$ cat src/rtl/stack_queue_buffer.sv
// -----------------------------------------------------------------------------
// stack_queue_buffer
//   Parametrised LIFO/FIFO storage engine. The mode is chosen at run time and
//   is latched only while the buffer is empty. The occupancy count, status
//   flags and sticky error bits are all registered. Read data comes
//   asynchronously from the top entry (LIFO) or the head entry (FIFO).
//
// Ports
//   clk           in   single clock, all state on rising edge
//   reset         in   synchronous, active-low (0 = reset)
//   mode          in   0 = LIFO, 1 = FIFO; taken only while empty
//   push          in   one-cycle write request
//   pop           in   one-cycle read/remove request
//   w_data        in   write data, sampled with push
//   r_data        out  top (LIFO) / head (FIFO) entry, 0 when empty
//   empty         out  data_count == 0
//   full          out  data_count == DEPTH
//   almost_empty  out  data_count <= AE_THRESH
//   almost_full   out  data_count >= AF_THRESH
//   data_count    out  occupancy 0..DEPTH
//   overflow      out  sticky: push refused while full
//   underflow     out  sticky: pop refused while empty
//   clr_err       in   clears overflow/underflow (and high_water, if built)
//   high_water    out  peak data_count (0 unless STACK_HWM_EN)
//
// Build option
//   STACK_HWM_EN  when defined, a high-water-mark register tracks peak
//                 occupancy; otherwise high_water is tied to 0.
// -----------------------------------------------------------------------------
module stack_queue_buffer #(
    parameter int DATA_WIDTH = 8,
    parameter int ADDR_WIDTH = 4,
    parameter int AE_THRESH  = 1,
    parameter int AF_THRESH  = (2 ** ADDR_WIDTH) - 1
) (
    input  logic                  clk,
    input  logic                  reset,
    input  logic                  mode,
    input  logic                  push,
    input  logic                  pop,
    input  logic [DATA_WIDTH-1:0] w_data,
    output logic [DATA_WIDTH-1:0] r_data,
    output logic                  empty,
    output logic                  full,
    output logic                  almost_empty,
    output logic                  almost_full,
    output logic [ADDR_WIDTH:0]   data_count,
    output logic                  overflow,
    output logic                  underflow,
    input  logic                  clr_err,
    output logic [ADDR_WIDTH:0]   high_water
);

    localparam int DEPTH = 2 ** ADDR_WIDTH;
    localparam logic [ADDR_WIDTH:0]   DEPTH_C = {1'b1, {ADDR_WIDTH{1'b0}}};
    localparam logic [ADDR_WIDTH:0]   CNT_ONE = {{ADDR_WIDTH{1'b0}}, 1'b1};
    localparam logic [ADDR_WIDTH-1:0] PTR_ONE = {{(ADDR_WIDTH-1){1'b0}}, 1'b1};
    localparam logic [ADDR_WIDTH:0]   AE_C    = (ADDR_WIDTH+1)'(AE_THRESH);
    localparam logic [ADDR_WIDTH:0]   AF_C    = (ADDR_WIDTH+1)'(AF_THRESH);

    logic [DATA_WIDTH-1:0] mem_r [DEPTH];

    logic [ADDR_WIDTH:0]   count_r;
    logic [ADDR_WIDTH-1:0] head_r;
    logic [ADDR_WIDTH-1:0] tail_r;
    logic                  mode_r;
    logic                  empty_r;
    logic                  full_r;
    logic                  ae_r;
    logic                  af_r;
    logic                  ovf_r;
    logic                  unf_r;

    logic [ADDR_WIDTH:0]   count_nxt_s;
    logic [ADDR_WIDTH-1:0] head_nxt_s;
    logic [ADDR_WIDTH-1:0] tail_nxt_s;
    logic                  mode_eff_s;
    logic                  wr_en_s;
    logic [ADDR_WIDTH-1:0] wr_addr_s;
    logic                  ovf_set_s;
    logic                  unf_set_s;
    logic                  is_empty_s;
    logic                  is_full_s;
    logic [ADDR_WIDTH-1:0] top_idx_s;
    logic [ADDR_WIDTH-1:0] rd_idx_s;

    // Stack top sits one below the count; at full the low bits wrap to DEPTH-1.
    assign top_idx_s  = count_r[ADDR_WIDTH-1:0] - PTR_ONE;
    assign is_empty_s = (count_r == {(ADDR_WIDTH+1){1'b0}});
    assign is_full_s  = (count_r == DEPTH_C);

    // Operating mode for this edge: an empty buffer adopts the requested mode
    // immediately so a push on that same edge is placed where it will be read.
    assign mode_eff_s = is_empty_s ? mode : mode_r;

    // Next-state decode of count, pointers, memory write and error events.
    always_comb begin
        count_nxt_s = count_r;
        head_nxt_s  = head_r;
        tail_nxt_s  = tail_r;
        wr_en_s     = 1'b0;
        wr_addr_s   = {ADDR_WIDTH{1'b0}};
        ovf_set_s   = 1'b0;
        unf_set_s   = 1'b0;
        case ({push, pop})
            2'b10: begin
                if (is_full_s) begin
                    ovf_set_s = 1'b1;
                end else begin
                    wr_en_s     = 1'b1;
                    count_nxt_s = count_r + CNT_ONE;
                    if (mode_eff_s) begin
                        wr_addr_s  = tail_r;
                        tail_nxt_s = tail_r + PTR_ONE;
                    end else begin
                        wr_addr_s = count_r[ADDR_WIDTH-1:0];
                    end
                end
            end
            2'b01: begin
                if (is_empty_s) begin
                    unf_set_s = 1'b1;
                end else begin
                    count_nxt_s = count_r - CNT_ONE;
                    if (mode_eff_s) begin
                        head_nxt_s = head_r + PTR_ONE;
                    end else begin
                        head_nxt_s = head_r;
                    end
                end
            end
            2'b11: begin
                wr_en_s = 1'b1;
                if (is_empty_s) begin
                    // Nothing to pop: behaves as a plain push.
                    count_nxt_s = count_r + CNT_ONE;
                    if (mode_eff_s) begin
                        wr_addr_s  = tail_r;
                        tail_nxt_s = tail_r + PTR_ONE;
                    end else begin
                        wr_addr_s = count_r[ADDR_WIDTH-1:0];
                    end
                end else if (mode_eff_s) begin
                    // Queue: enqueue at tail and dequeue at head together.
                    wr_addr_s  = tail_r;
                    tail_nxt_s = tail_r + PTR_ONE;
                    head_nxt_s = head_r + PTR_ONE;
                end else begin
                    // Stack: overwrite the current top in place.
                    wr_addr_s = top_idx_s;
                end
            end
            default: begin
                count_nxt_s = count_r;
            end
        endcase
    end

    // Control state, registered flags and sticky error bits.
    always_ff @(posedge clk) begin
        if (!reset) begin
            count_r <= {(ADDR_WIDTH+1){1'b0}};
            head_r  <= {ADDR_WIDTH{1'b0}};
            tail_r  <= {ADDR_WIDTH{1'b0}};
            mode_r  <= 1'b0;
            empty_r <= 1'b1;
            full_r  <= 1'b0;
            ae_r    <= 1'b1;
            af_r    <= 1'b0;
            ovf_r   <= 1'b0;
            unf_r   <= 1'b0;
        end else begin
            count_r <= count_nxt_s;
            head_r  <= head_nxt_s;
            tail_r  <= tail_nxt_s;
            mode_r  <= mode_eff_s;
            empty_r <= (count_nxt_s == {(ADDR_WIDTH+1){1'b0}});
            full_r  <= (count_nxt_s == DEPTH_C);
            ae_r    <= (count_nxt_s <= AE_C);
            af_r    <= (count_nxt_s >= AF_C);
            // Clear wins over a same-edge error event.
            ovf_r   <= clr_err ? 1'b0 : (ovf_r | ovf_set_s);
            unf_r   <= clr_err ? 1'b0 : (unf_r | unf_set_s);
        end
    end

    // Storage array; contents survive reset by design.
    always_ff @(posedge clk) begin
        if (reset && wr_en_s) begin
            mem_r[wr_addr_s] <= w_data;
        end
    end

`ifdef STACK_HWM_EN
    logic [ADDR_WIDTH:0] hwm_r;

    // Peak occupancy tracker, cleared by reset or clr_err.
    always_ff @(posedge clk) begin
        if (!reset) begin
            hwm_r <= {(ADDR_WIDTH+1){1'b0}};
        end else if (clr_err) begin
            hwm_r <= {(ADDR_WIDTH+1){1'b0}};
        end else if (count_nxt_s > hwm_r) begin
            hwm_r <= count_nxt_s;
        end else begin
            hwm_r <= hwm_r;
        end
    end

    assign high_water = hwm_r;
`else
    assign high_water = {(ADDR_WIDTH+1){1'b0}};
`endif

    assign rd_idx_s     = mode_r ? head_r : top_idx_s;
    assign r_data       = empty_r ? {DATA_WIDTH{1'b0}} : mem_r[rd_idx_s];
    assign empty        = empty_r;
    assign full         = full_r;
    assign almost_empty = ae_r;
    assign almost_full  = af_r;
    assign data_count   = count_r;
    assign overflow     = ovf_r;
    assign underflow    = unf_r;

endmodule

$ cat config.mk
export PLATFORM = sky130hd
export DESIGN_NAME = stack_queue_buffer
export DESIGN_NICKNAME = d
export VERILOG_FILES = /design/src/rtl/stack_queue_buffer.sv
export SDC_FILE = /design/constraint.sdc
export NUM_CORES = 1
export LEC_CHECK = 0
export ABC_AREA = 1
export CAP_MARGIN = 10
export CORE_MARGIN = 1
export CORE_UTILIZATION = 60
export CTS_BUF_LIST = sky130_fd_sc_hd__clkbuf_8
export DETAILED_ROUTE_END_ITERATION = 10
export GPL_ROUTABILITY_DRIVEN = 1
export GPL_TIMING_DRIVEN = 0
export PLACE_DENSITY = 0.8
export SETUP_SLACK_MARGIN = 0.5
export SKIP_LAST_GASP = 1
export SYNTH_ARGS = -nofsm -noshare
export SYNTH_HDL_FRONTEND = slang
export SYNTH_SLANG_ARGS = --single-unit
$ cat constraint.sdc
create_clock -name clk -period 5.8 [get_ports clk]
set_input_delay 0.87 -clock clk [delete_from_list [all_inputs] [get_ports clk]]
set_output_delay 0.87 -clock clk [all_outputs]
set_load 0.005 [all_outputs]
==> results.yml <==
global_route:
  grt_use_met3_pct: 7.26
  grt_max_degree: 17
  grt_pass1_wl_mm: 25.4
  grt_remaining_overflow: 0
  grt_util_met1_pct: 36.2
  grt_pass1_vias: 4907
  track_usage_pct: 30.8
  antenna_found_initial: 0
  busiest_layer: "met2"
  met2_usage_pct: 54.4
logic_synthesis:
  yosysMostFrequentCell: "nand2_1"
  yosys_most_used_dff: "edfxtp_1"
  yosys.area_share.adder_pct: 0.751
  synth_compound_area_share_pct: 4.15
  synth-seq-area-share_pct: 63.7
  async_flop_share_pct: 0
  yosys_warnings: 0
  synth_seq_cells: 148
  synthDistinctLibCells: 35
  post_synth.cell_area_avg_um2: 10.1
  synthMuxAreaShare_pct: 0
  synthTopCellsByCount: "nand2_1, edfxtp_1, nand3_1, nor2_1, inv_1"
  synth-simple-area-share_pct: 26.0
  synth.area.top_cells: "edfxtp_1, nand2_1, nand3_1"
  synthCells: 663
  yosysTopAreaCell: "edfxtp_1"
  synth_top_area_share_pct: 57.6
  synth_xor_area_share_pct: 0.131
  synth-edff-count: 128
  synth_area_um2: 6670
  synth_top_family_by_area: "simple AND/OR/NAND/NOR gates"
critical_path:
  cp_data_required_time_ns: 4.93
  critPathKind: "flip-flop to primary output"
  end_kind: "primary output"
  r2r-start: "data_count[0]"
  reg2reg_to: "mem_r[5][4]"
  cp_max_fo: 10
  critPathLaunchType: "flip-flop"
  worstSetupStartpoint: "data_count[0]"
  r2r_slack_ns: 2.40
  r2r_cells: 9
  cp-endpoint: "r_data[5]"
  arrival_ns: 3.36
timing:
  finalCritPeriodShare_pct: 72.9
  setup_violations: 0
  grt_setup_unrepaired: "no"
  tightestPinTransition_ns: 1.04
  slew_violations: 0
  post-route-min-period_ns: 4.23
  timing.final.ws_setup_ns: 1.57
  relSlewSlack_pct: 30.1
  fmax_ghz: 0.236
  hold_viol: 0
  setup_tns_ns: 0
  skew_ns: 0.00773
route:
  drc: 0
  vias: 5059
  viasPerCell: 5.81
  avgRoutedWirePerCell_um: 19.1
  postRouteAntennaNets: 0
  drt_iter0_drc: 572
  wirelength_mm: 16.6
  first_pass_iters: 5
flow_run:
  maxCapViolCount: 0
clocking:
  htreeDepth: 4
  cts.clk_slew.worst_paths_ns: 0.08
  numCtsBuffers: 17
  clk_path_buf_depth: 2
  root_buffer: "clkbuf_8"
  cts.sinks: 148
  cts_tree: "done"
  cts_hold_buf: 0
  clock_latency_ns: 0.45
  cts.repair.resized: 0
  post_cts_buffers: 0
final_layout:
  drive_gt1_share_pct: 11.8
  finalNetCount: 736
  diodes: 0
  fill_cells: 811
  fin_util_pct: 70.1
  syn_to_final_growth_pct: 14.0
placement:
  dp_slack_ns: 2.06
  place_congestion: 0.941
  portBuffers: 32
  dp_hpwl_mm: 11.4
floorplan:
  io-pin-count: 38
  die_x_um: 107
  dieArea_um2: 11500
  core_area_um2: 10800
  rows: 38
  fp.dieH_um: 107
  start_util_pct: 61.5
hold_path:
  hold_path_class: "flip-flop to flip-flop"
power:
  leakage_nw: 2.88
  ir_drop_mv: 0.242
  p_per_area_nw_per_um2: 411
run_status:
  status: "completed"
[cell type report]
class,count,area [um2],area share (%)
repair buffers,32,320,4.21
well taps,140,175,2.30
flip-flops and latches,148,4240,55.8
plain buffers,33,204,2.68
clock buffers,17,234,3.08
clock inverters,15,188,2.47
multi-input cells,447,2090,27.5
inverters,39,146,1.93
[cell usage in the layout (no fill, tap or decap), types with 4 or more instances in the layout]
| cell type | n |
|---|---|
| a21oi_1 | 27 |
| buf_2 | 19 |
| buf_4 | 9 |
| bufinv_16 | 4 |
| clkbuf_8 | 17 |
| clkdlybuf4s50_1 | 32 |
| clkinvlp_4 | 4 |
| conb_1 | 5 |
| dfxtp_1 | 20 |
| edfxtp_1 | 128 |
| ha_1 | 4 |
| inv_1 | 33 |
| inv_2 | 7 |
| nand2_1 | 194 |
| nand2_2 | 6 |
| nand3_1 | 121 |
| nand4_1 | 11 |
| nor2_1 | 40 |
| o21ai_0 | 11 |
| o21ai_1 | 7 |
| o21ai_2 | 4 |
[logic make-up (layout without fill, tap and decap cells)]
| logic type | Yosys count | count (layout) |
|---|---|---|
| and+or+nand+nor | 386 | 386 |
| DFF | 148 | 148 |
| buffers and inverters | 72 | 136 |
| AOI/OAI and AO/OA | 51 | 51 |
| adders and majority gates | 4 | 4 |
| other | 1 | 5 |
| xor gates and xnor gates | 1 | 1 |
[stage by stage]
step           power (mW)  cells  cell area (um2)  hold slack (ns)
2_1_floorplan        1.91    667             6680            0.442
3_3_place_gp         2.25    839             7180            0.434
3_5_place_dp         2.27    839             7180            0.438
4_1_cts              3.10    871             7600            0.450
5_1_grt              3.25    871             7600            0.478
6_report             3.12    871             7600            0.447
[where the power goes]
group	leakage [nW]	total [mW]	switching, mW	internal [mW]
logic	1.36	1.06	0.704	0.355
clock network	0.202	0.853	0.390	0.464
registers	1.32	1.21	0.0167	1.19
total	2.88	3.12	1.11	2.01
[sequential cells by signal (all words and copies together) (netlist names), 4 cells and up]
signal and count:
mem_r 128, data_count 5, head_r 4, tail_r 4
[worst min-delay path by stage]
stage,from,to,cells past startpoint
3_3_place_gp,overflow,overflow,2
5_1_grt,overflow,overflow,2
3_5_place_dp,overflow,overflow,2
4_1_cts,overflow,overflow,2
6_report,overflow,overflow,2
2_1_floorplan,overflow,overflow,2
[per-layer routing]
layer	vias up	part of all wire, %
li1	2382	-
met1	2390	38
met2	250	51
met3	37	9.1
met4	0	2.0
met5	-	0
[worst max-delay path, stage by stage, from the launching register on]
cell,delay [ns]
dfxtp_1,0.36
buf_4,0.19
inv_1,0.15
ha_1,0.29
buf_4,0.19
nand2_1,0.09
nand3_1,0.12
o21ai_2,0.23
buf_2,0.32
nand2_1,0.08
a21oi_1,0.14
o21ai_0,0.10
nor2_1,0.12
clkdlybuf4s50_1,0.52
No activity file was read; power rests on OpenSTA's default activity.
